$ cat src/rtl/cfg_self_writer_pkg.sv
// Shared types and default constants for the configuration self-writer.
package cfg_self_writer_pkg;

    localparam int DEF_DATA_W     = 32;
    localparam int DEF_PRE_GAP    = 2;
    localparam int DEF_STROBE_LEN = 1;
    localparam int DEF_POST_GAP   = 2;
    localparam int DEF_MAX_WORDS  = 5285;
    localparam int DEF_MSB_FIRST  = 1;

    typedef enum logic [2:0] {
        ST_IDLE,
        ST_COLLECT,
        ST_PRE,
        ST_STROBE,
        ST_POST,
        ST_DONE
    } state_t;

    // The gap timer is loaded with (length - 1), so it only needs to hold the largest length minus one.
    function automatic int gap_width(input int pre, input int len, input int post);
        int m;
        m = pre;
        if (len > m)  m = len;
        if (post > m) m = post;
        return (m < 2) ? 1 : $clog2(m);
    endfunction

endpackage

$ cat src/rtl/cfg_self_writer_if.sv
// Byte-stream handshake between a bitstream source and the self-writer.
interface cfg_self_writer_if;
    logic [7:0] byte_data;
    logic       byte_valid;
    logic       byte_ready;
    logic       byte_last;

    modport master (output byte_data, output byte_valid, output byte_last, input byte_ready);
    modport slave  (input byte_data, input byte_valid, input byte_last, output byte_ready);
endinterface

$ cat src/rtl/cfg_gap_timer.sv
// Loadable down-counter with a zero flag; times the PRE, STROBE and POST phases.
module cfg_gap_timer #(
    parameter int W = 2
) (
    input  logic         clk,
    input  logic         rst,
    input  logic         load,
    input  logic [W-1:0] load_value,
    input  logic         dec,
    output logic         zero
);

    logic [W-1:0] count_reg;

    always_ff @(posedge clk) begin
        if (rst) begin
            count_reg <= '0;
        end else if (load) begin
            count_reg <= load_value;
        end else if (dec && (count_reg != '0)) begin
            count_reg <= count_reg - W'(1);
        end
    end

    assign zero = (count_reg == '0);

endmodule

$ cat src/rtl/cfg_self_writer.sv
// Packs a byte stream into configuration words and issues a timed write strobe per word.
module cfg_self_writer
    import cfg_self_writer_pkg::*;
#(
    parameter int DATA_W     = DEF_DATA_W,
    parameter int PRE_GAP    = DEF_PRE_GAP,
    parameter int STROBE_LEN = DEF_STROBE_LEN,
    parameter int POST_GAP   = DEF_POST_GAP,
    parameter int MAX_WORDS  = DEF_MAX_WORDS,
    parameter int MSB_FIRST  = DEF_MSB_FIRST
) (
    input  logic                             CLK,
    input  logic                             rst,
    input  logic                             start,
    cfg_self_writer_if.slave                 bs,
    output logic [DATA_W-1:0]                SelfWriteData,
    output logic                             SelfWriteStrobe,
    output logic                             busy,
    output logic                             done,
    output logic                             overflow,
    output logic [$clog2(MAX_WORDS+1)-1:0]   word_count
);

    localparam int NB    = DATA_W / 8;
    localparam int IDX_W = (NB > 1) ? $clog2(NB) : 1;
    localparam int WC_W  = $clog2(MAX_WORDS + 1);
    localparam int TW    = gap_width(PRE_GAP, STROBE_LEN, POST_GAP);

    localparam logic [TW-1:0]    PRE_LOAD    = (PRE_GAP > 0)  ? TW'(PRE_GAP - 1)  : '0;
    localparam logic [TW-1:0]    STROBE_LOAD = TW'(STROBE_LEN - 1);
    localparam logic [TW-1:0]    POST_LOAD   = (POST_GAP > 0) ? TW'(POST_GAP - 1) : '0;
    localparam logic [IDX_W-1:0] LAST_IDX    = IDX_W'(NB - 1);
    localparam logic [WC_W-1:0]  MAX_WC      = WC_W'(MAX_WORDS);

    state_t            state_reg, state_next;
    logic [DATA_W-1:0] asm_reg, asm_next;
    logic [DATA_W-1:0] data_reg, data_next;
    logic [DATA_W-1:0] word_base, word_new;
    logic [IDX_W-1:0]  idx_reg, idx_next;
    logic [WC_W-1:0]   wc_reg, wc_next, wc_inc;
    logic              last_reg, last_next;
    logic              finish_reg, finish_next;
    logic              ovf_reg, ovf_next;
    logic              tmr_load, tmr_dec, tmr_zero;
    logic [TW-1:0]     tmr_value;
    logic              xfer, word_end, finish_now;

    cfg_gap_timer #(.W(TW)) u_gap_timer (
        .clk        (CLK),
        .rst        (rst),
        .load       (tmr_load),
        .load_value (tmr_value),
        .dec        (tmr_dec),
        .zero       (tmr_zero)
    );

    assign bs.byte_ready = (state_reg == ST_COLLECT);
    assign xfer          = bs.byte_valid && bs.byte_ready;
    assign word_end      = xfer && ((idx_reg == LAST_IDX) || bs.byte_last);
    assign wc_inc        = wc_reg + WC_W'(1);
    assign finish_now    = last_reg || (wc_inc == MAX_WC);

    // A fresh word starts from zero so a short final word leaves its unfilled lanes cleared.
    assign word_base = (idx_reg == '0) ? '0 : asm_reg;

    genvar gi;
    generate
        for (gi = 0; gi < NB; gi++) begin : g_lane
            localparam int POS = (MSB_FIRST != 0) ? (NB - 1 - gi) : gi;
            assign word_new[POS*8 +: 8] = (idx_reg == IDX_W'(gi)) ? bs.byte_data
                                                                  : word_base[POS*8 +: 8];
        end
    endgenerate

    always_comb begin
        state_next  = state_reg;
        asm_next    = asm_reg;
        data_next   = data_reg;
        idx_next    = idx_reg;
        wc_next     = wc_reg;
        last_next   = last_reg;
        finish_next = finish_reg;
        ovf_next    = ovf_reg;
        tmr_load    = 1'b0;
        tmr_dec     = 1'b0;
        tmr_value   = '0;
        case (state_reg)
            ST_IDLE, ST_DONE: begin
                if (start) begin
                    state_next  = ST_COLLECT;
                    idx_next    = '0;
                    wc_next     = '0;
                    last_next   = 1'b0;
                    finish_next = 1'b0;
                    ovf_next    = 1'b0;
                end
            end
            ST_COLLECT: begin
                if (xfer) begin
                    asm_next = word_new;
                    if (word_end) begin
                        data_next = word_new;
                        idx_next  = '0;
                        last_next = bs.byte_last;
                        tmr_load  = 1'b1;
                        if (PRE_GAP > 0) begin
                            state_next = ST_PRE;
                            tmr_value  = PRE_LOAD;
                        end else begin
                            state_next = ST_STROBE;
                            tmr_value  = STROBE_LOAD;
                        end
                    end else begin
                        idx_next = idx_reg + IDX_W'(1);
                    end
                end
            end
            ST_PRE: begin
                if (tmr_zero) begin
                    state_next = ST_STROBE;
                    tmr_load   = 1'b1;
                    tmr_value  = STROBE_LOAD;
                end else begin
                    tmr_dec = 1'b1;
                end
            end
            ST_STROBE: begin
                if (tmr_zero) begin
                    wc_next = wc_inc;
                    // The end-of-session decision is taken here so a zero POST gap can exit directly.
                    if (POST_GAP > 0) begin
                        state_next  = ST_POST;
                        tmr_load    = 1'b1;
                        tmr_value   = POST_LOAD;
                        finish_next = finish_now;
                    end else if (finish_now) begin
                        state_next = ST_DONE;
                        ovf_next   = !last_reg;
                    end else begin
                        state_next = ST_COLLECT;
                    end
                end else begin
                    tmr_dec = 1'b1;
                end
            end
            ST_POST: begin
                if (tmr_zero) begin
                    if (finish_reg) begin
                        state_next = ST_DONE;
                        ovf_next   = !last_reg;
                    end else begin
                        state_next = ST_COLLECT;
                    end
                end else begin
                    tmr_dec = 1'b1;
                end
            end
            default: state_next = ST_IDLE;
        endcase
    end

    always_ff @(posedge CLK) begin
        if (rst) begin
            state_reg  <= ST_IDLE;
            asm_reg    <= '0;
            data_reg   <= '0;
            idx_reg    <= '0;
            wc_reg     <= '0;
            last_reg   <= 1'b0;
            finish_reg <= 1'b0;
            ovf_reg    <= 1'b0;
        end else begin
            state_reg  <= state_next;
            asm_reg    <= asm_next;
            data_reg   <= data_next;
            idx_reg    <= idx_next;
            wc_reg     <= wc_next;
            last_reg   <= last_next;
            finish_reg <= finish_next;
            ovf_reg    <= ovf_next;
        end
    end

    assign SelfWriteData   = data_reg;
    assign SelfWriteStrobe = (state_reg == ST_STROBE);
    assign busy            = (state_reg != ST_IDLE) && (state_reg != ST_DONE);
    assign done            = (state_reg == ST_DONE);
    assign overflow        = ovf_reg;
    assign word_count      = wc_reg;

endmodule

$ cat src/flat_wrapper.sv
// flat-port wrapper written by rule: the top's interface ports become plain ports
module cfg_self_writer_flat import cfg_self_writer_pkg::*;
#(
    parameter int DATA_W     = DEF_DATA_W,
    parameter int PRE_GAP    = DEF_PRE_GAP,
    parameter int STROBE_LEN = DEF_STROBE_LEN,
    parameter int POST_GAP   = DEF_POST_GAP,
    parameter int MAX_WORDS  = DEF_MAX_WORDS,
    parameter int MSB_FIRST  = DEF_MSB_FIRST
)
  (CLK, rst, start, SelfWriteData, SelfWriteStrobe, busy, done, overflow, word_count, bs_byte_data, bs_byte_valid, bs_byte_last, bs_byte_ready);
  cfg_self_writer_if bs_i ();
  input  logic CLK;
  input  logic rst;
  input  logic start;
  output logic [DATA_W-1:0] SelfWriteData;
  output logic SelfWriteStrobe;
  output logic busy;
  output logic done;
  output logic overflow;
  output logic [$clog2(MAX_WORDS+1)-1:0] word_count;
  input wire logic [$bits(bs_i.byte_data)-1:0] bs_byte_data;
  input wire logic [$bits(bs_i.byte_valid)-1:0] bs_byte_valid;
  input wire logic [$bits(bs_i.byte_last)-1:0] bs_byte_last;
  output wire logic [$bits(bs_i.byte_ready)-1:0] bs_byte_ready;
  assign bs_i.byte_data = bs_byte_data;
  assign bs_i.byte_valid = bs_byte_valid;
  assign bs_i.byte_last = bs_byte_last;
  assign bs_byte_ready = bs_i.byte_ready;
  cfg_self_writer #(.DATA_W(DATA_W), .PRE_GAP(PRE_GAP), .STROBE_LEN(STROBE_LEN), .POST_GAP(POST_GAP), .MAX_WORDS(MAX_WORDS), .MSB_FIRST(MSB_FIRST)) u_core (.CLK(CLK), .rst(rst), .start(start), .bs(bs_i), .SelfWriteData(SelfWriteData), .SelfWriteStrobe(SelfWriteStrobe), .busy(busy), .done(done), .overflow(overflow), .word_count(word_count));
endmodule
$ cat config.mk
export PLATFORM = sky130hd
export DESIGN_NAME = cfg_self_writer_flat
export DESIGN_NICKNAME = d
export VERILOG_FILES = /design/src/rtl/cfg_self_writer_pkg.sv /design/src/rtl/cfg_self_writer_if.sv /design/src/rtl/cfg_gap_timer.sv /design/src/rtl/cfg_self_writer.sv /design/src/flat_wrapper.sv
export SDC_FILE = /design/constraint.sdc
export NUM_CORES = 1
export LEC_CHECK = 0
export CAP_MARGIN = 20
export CORE_MARGIN = 2
export CORE_UTILIZATION = 55
export CTS_CLUSTER_SIZE = 20
export DETAILED_ROUTE_END_ITERATION = 10
export PLACE_DENSITY = 0.78
export SYNTH_ARGS = -nofsm -noshare
export SYNTH_HDL_FRONTEND = slang
export SYNTH_SLANG_ARGS = --single-unit
$ cat constraint.sdc
create_clock -name CLK -period 3.8 [get_ports CLK]
set_input_delay 0.76 -clock CLK [delete_from_list [all_inputs] [get_ports CLK]]
set_output_delay 0.76 -clock CLK [all_outputs]
set_load 0.02 [all_outputs]
# Yosys cells after proc, flatten, opt, wreduce, memory -nomap -nowiden
# Index checks and enable logic that the tools add are counted.
[totals] out_inout_bits=50 ff_bits=86 in_bits=13
[op_classes] addsub=3 n_mux=38 eq_ne=17 n_reduce_logical=24
[op_table] op="$mux 32" n=1
[op_table] op="$mux 8" n=4
[op_table] op="$mux 13" n=2
[op_table] op="$pmux 13 s2" n=1
[op_table] op="$mux 3" n=7
[op_table] op="$pmux 3 s5" n=1
[op_table] op="$add 13x1->13 const B" n=1
[op_table] op="$eq 13x13->1 const B" n=1
[op_table] op="$mux 1" n=13
[op_table] op="$ne 2x2->1 const B" n=6
[op_table] op="$pmux 1 s2" n=5
[op_table] op="$reduce_and 3->1" n=3
[op_table] op="$reduce_and 4->1" n=2
[op_table] op="$reduce_bool 2->1" n=4
[op_table] op="$eq 3x2->1 const B" n=2
[op_table] op="$eq 3x3->1 const B" n=2
[op_table] op="$mux 2" n=3
[op_table] op="$reduce_and 6->1" n=1
[op_table] op="$eq 2x2->1 const B" n=2
[op_table] op="$logic_and 1x1->1" n=4
[op_table] op="$pmux 2 s2" n=1
[op_table] op="$reduce_or 2->1" n=2
[op_table] op="$eq 3x1->1 const B" n=1
[op_table] op="$logic_not 3->1" n=1
[op_table] op="other kinds (11)" n=12

# Depth between registers and ports, before layout
[depth] depth_word=7 mapped_depth=9 depth_no_buf=6

# By module
# A second synthesis with hierarchy kept.
[hier_totals] cells_unflattened=480 area_unflattened_um2=4032.6
[modules_own_cells] module="cfg_self_writer" seq_area_each_um2=1701.6 instances=1 area_each_um2=3985.1 cells_per_inst=476
[modules_own_cells] module="cfg_gap_timer" seq_area_each_um2=20.0 instances=1 area_each_um2=47.5 cells_per_inst=4

# Worst setup path after synthesis
# No wires, ideal clock.
[synth_timing] path_type="register to output" start="register u_core.state_reg[2]" end="output SelfWriteStrobe" t_arrival_ps=1017 setup_slack_ps=2023 n_path_buf=2 stages_incl_launch_ff=6 path_cell_list="dfxtp_1 buf_6 buf_2 nor2b_1 nand2_1 inv_1"
[synth_between] elab_chain_cells=1
[synth_lines] item="from (decl)" line="cfg_self_writer.sv:35" rtl="state_t state_reg, state_next;"
[synth_lines] item="from (signal assigned)" line="cfg_self_writer.sv:173" rtl="state_reg <= state_next;"
[synth_lines] item="$eq 3x2->1" line="cfg_self_writer.sv:185" rtl="assign SelfWriteStrobe = (state_reg == ST_STROBE);"
[synth_lines] item="to (decl)" line="flat_wrapper.sv:17" rtl="output logic SelfWriteStrobe;"
# No other way between the ends.

# Worst setup path in the final report
# Ends and elaborated chain as after synthesis.

==> impl_metrics.yaml <==
outcome:
  status: "complete, no violations"
die:
  die-area_mm2: 0.00827
  row_count: 31
  top_level_ports: 63
  fp.dieW_um: 90.9
  fp.dieH_um: 90.9
  placeableCoreArea_mm2: 0.00729
  initial_utilization_pct: 57.0
route:
  drt_first_pass_iters: 4
  route.detailed.vias_per_inst: 5.91
  detail_route.drc_violations: 0
  initialDrtViolationCount: 256
  antenna_left: 0
  wl_per_cell_um: 15.3
  drt-total-wl_um: 9400
  detailroute.via_count: 3625
yosys:
  synth.yosys.warnings: 0
  synth_compound_area_share_pct: 24.7
  synth-seq-area-share_pct: 41.4
  syn_area_mm2: 0.00416
  post_synth_main_area_contributors: "dfxtp_1, a211oi_1, nor2_1"
  main_combinational_cell_family_by_area_after_synthesis: "compound AO/OA/AOI/OAI gates"
  synth_enable_flop_cells: 0
  synth_top_cell_by_area: "dfxtp_1"
  post_synthesis_adder_cell_area_fraction_pct: 1.81
  synth-simple-area-share_pct: 21.4
  yosysUniqueCellTypes: 47
  mappedNetlistNets: 498
  synth.top_cell.area_share_pct: 41.4
  synth_area_per_cell_um2: 8.67
  post_synth_xor_area_fraction_pct: 1.26
  postSynthCellCount: 479
  post_synth_most_frequent_cells: "dfxtp_1, nor2_1, a21oi_1"
  postSynth.asyncResetShare_pct: 0
  flip_flop_cell_with_the_highest_count_after_synthesis: "dfxtp_1"
  synth_most_common_cell: "dfxtp_1"
  synth.mux.area_fraction_pct: 2.68
  post_synthesis_register_bit_count: 86
timing:
  drv_slew: 0
  grt_setup_unrepaired: "false"
  max_slew_margin_pct: 47.3
  timing.fmax_mhz: 344
  fin_crit_sh_pct: 76.6
  tightestPinTransition_ns: 0.790
  timing_hold_violations_final: 0
  post-route-min-period_ns: 2.91
  clock_skew_ns: 0.00923
  setup_tns_ns: 0
  setup_violations: 0
setup_path:
  critical_path.startpoint_type: "register"
  timing.critical_path.max_delay_family: "flip-flops"
  critical_path.max_fanout: 18
  critPathRequiredTime_ns: 3.04
  worst_path_largest_cell_delay_ns: 0.77
  arrival_ns: 2.15
  r2r_slack_ns: 1.54
  path_class: "register to output port"
  cp_slowest_cell: "dfxtp_1"
  worstPathCellList: "nor2b_1 -> nand2_1 -> inv_1 -> clkdlybuf4s50_1"
  worst-path-buf-inv: 2
  category_of_the_worst_setup_path_capture_point: "output port"
power:
  post-layout-total-power_mw: 2.51
  power_per_cell_area_mw_per_mm2: 512
  sequentialPowerShare_pct: 43.5
  cell_internal_pwr_mw: 1.69
  power.combinational.fraction_pct: 28.3
  clock_power_share_pct: 28.2
  static-leakage-power_nw: 1.62
  vdd.ir_drop.worst_mv: 0.229
  p_sw_share_pct: 32.7
  p_sw_mw: 0.823
placed_design:
  placedCellCount: 597
  dpl.hpwl_um: 6190
  gp_congestion: 0.899
  placed_area_mm2: 0.00469
  portBuffers: 62
cts:
  cts_made_buffers: 9
  total_of_cells_resized_after_clock_tree_synthesis: 0
  cts_tree: "done"
  cts-hold-fix-buffers: 0
  cts_root_buf: "clkbuf_8"
  cts_htree_levels: 3
  clk_pin_slew_worst_paths_ns: 0.09
  clock_insertion_delay_worst_skew_ns: 0.35
  tritoncts_num_sinks: 86
  post-cts-setup-buffer-count: 0
  max-clock-path-buffers: 2
global_routing:
  grt_pass1_vias: 3283
  maximum_number_of_pins_on_one_net_before_global_route_repair: 66
  antenna_found_initial: 0
  groute.usage.overall_pct: 23.1
  grt_overflow_total: 0
  grt_first_pass_wirelength_um: 15900
final_layout:
  design.final.nets: 528
  finish.utilization_pct: 67.3
  post_layout_nonfiller_instances: 613
  syn2layout_area_growth_pct: 18.2
  num_antenna_cells: 0
  final_cell_area_mm2: 0.00491
  proportion_of_layout_cells_with_a_drive_suffix_above_1_pct: 9.14
  fill_cells: 646
hold_path:
  hold_path_class: "register to register"
job:
  total_of_max_cap_violations: 0
==> cell families after synthesis <==
group                      Yosys count
AOI/OAI and AO/OA                  141
xor gates and xnor gates             6
adders and majority gates            6
buffers and inverters               56
DFF                                 86
muxes                               11
and+or+nand+nor                    173
==> worst paths after layout <==
kind	start	endpoint	depth (start not counted)
setup / recovery	u_core.state_reg[2]	SelfWriteStrobe	4
hold / removal	u_core.asm_reg[24]	u_core.asm_reg[24]	2
setup reg to reg	u_core.idx_reg[1]	u_core.SelfWriteData[9]	4
hold reg to reg	u_core.asm_reg[24]	u_core.asm_reg[24]	2
==> power groups by stage <==
stage	logic (mW)	clock network [mW]	registers, mW
finish	0.712	0.708	1.09
global route	0.778	0.759	1.11
CTS	0.715	0.716	1.09
detailed placement	0.711	0	1.11
global placement	0.695	0	1.11
floorplan	0.505	0	1.13
==> per-layer routing <==
layer | track usage, % | routed length [µm] | vias up
li1 | - | - | 1773
met1 | 30.9 | 4380 | 1722
met2 | 36.7 | 4430 | 113
met3 | 4.01 | 436 | 17
met4 | 9.72 | 158 | 0
met5 | 0 | 0 | -
==> per-stage QoR <==
stage	hold slack, ns	setup WS (ns)
finish	0.458	0.889
global route	0.475	0.744
CTS	0.458	0.900
detailed placement	0.446	1.25
global placement	0.441	1.28
floorplan	0.436	2.02
==> tightest hold or removal path: stages (launching register included) <==
cell and delay (ns):
dfxtp_1 0.32, nand2_1 0.05, a21oi_1 0.05
==> area by class of cell <==
cell class | count | area, µm² | share of cell area [%]
clock inverter | 7 | 97.6 | 1.99
timing repair buffer | 65 | 651 | 13.2
clock buffer | 9 | 124 | 2.52
tap | 99 | 124 | 2.52
inverter | 10 | 37.5 | 0.764
multi-input combinational | 337 | 2160 | 43.9
sequential | 86 | 1720 | 35.1
==> layout by cell type, fill, tap and decap left out, types with 4 or more instances in the layout <==
master / count
a211oi_1: 42
a211oi_2: 20
a21oi_1: 52
and2_1: 5
and3_1: 4
clkbuf_8: 9
clkdlybuf4s50_1: 61
dfxtp_1: 86
ha_1: 6
inv_1: 10
mux2i_1: 10
nand2_1: 17
nand3_1: 13
nand4_1: 4
nor2_1: 78
nor2b_1: 6
nor3_1: 6
nor3b_1: 25
o21ai_0: 8
Power figures use the tool's default switching activity.
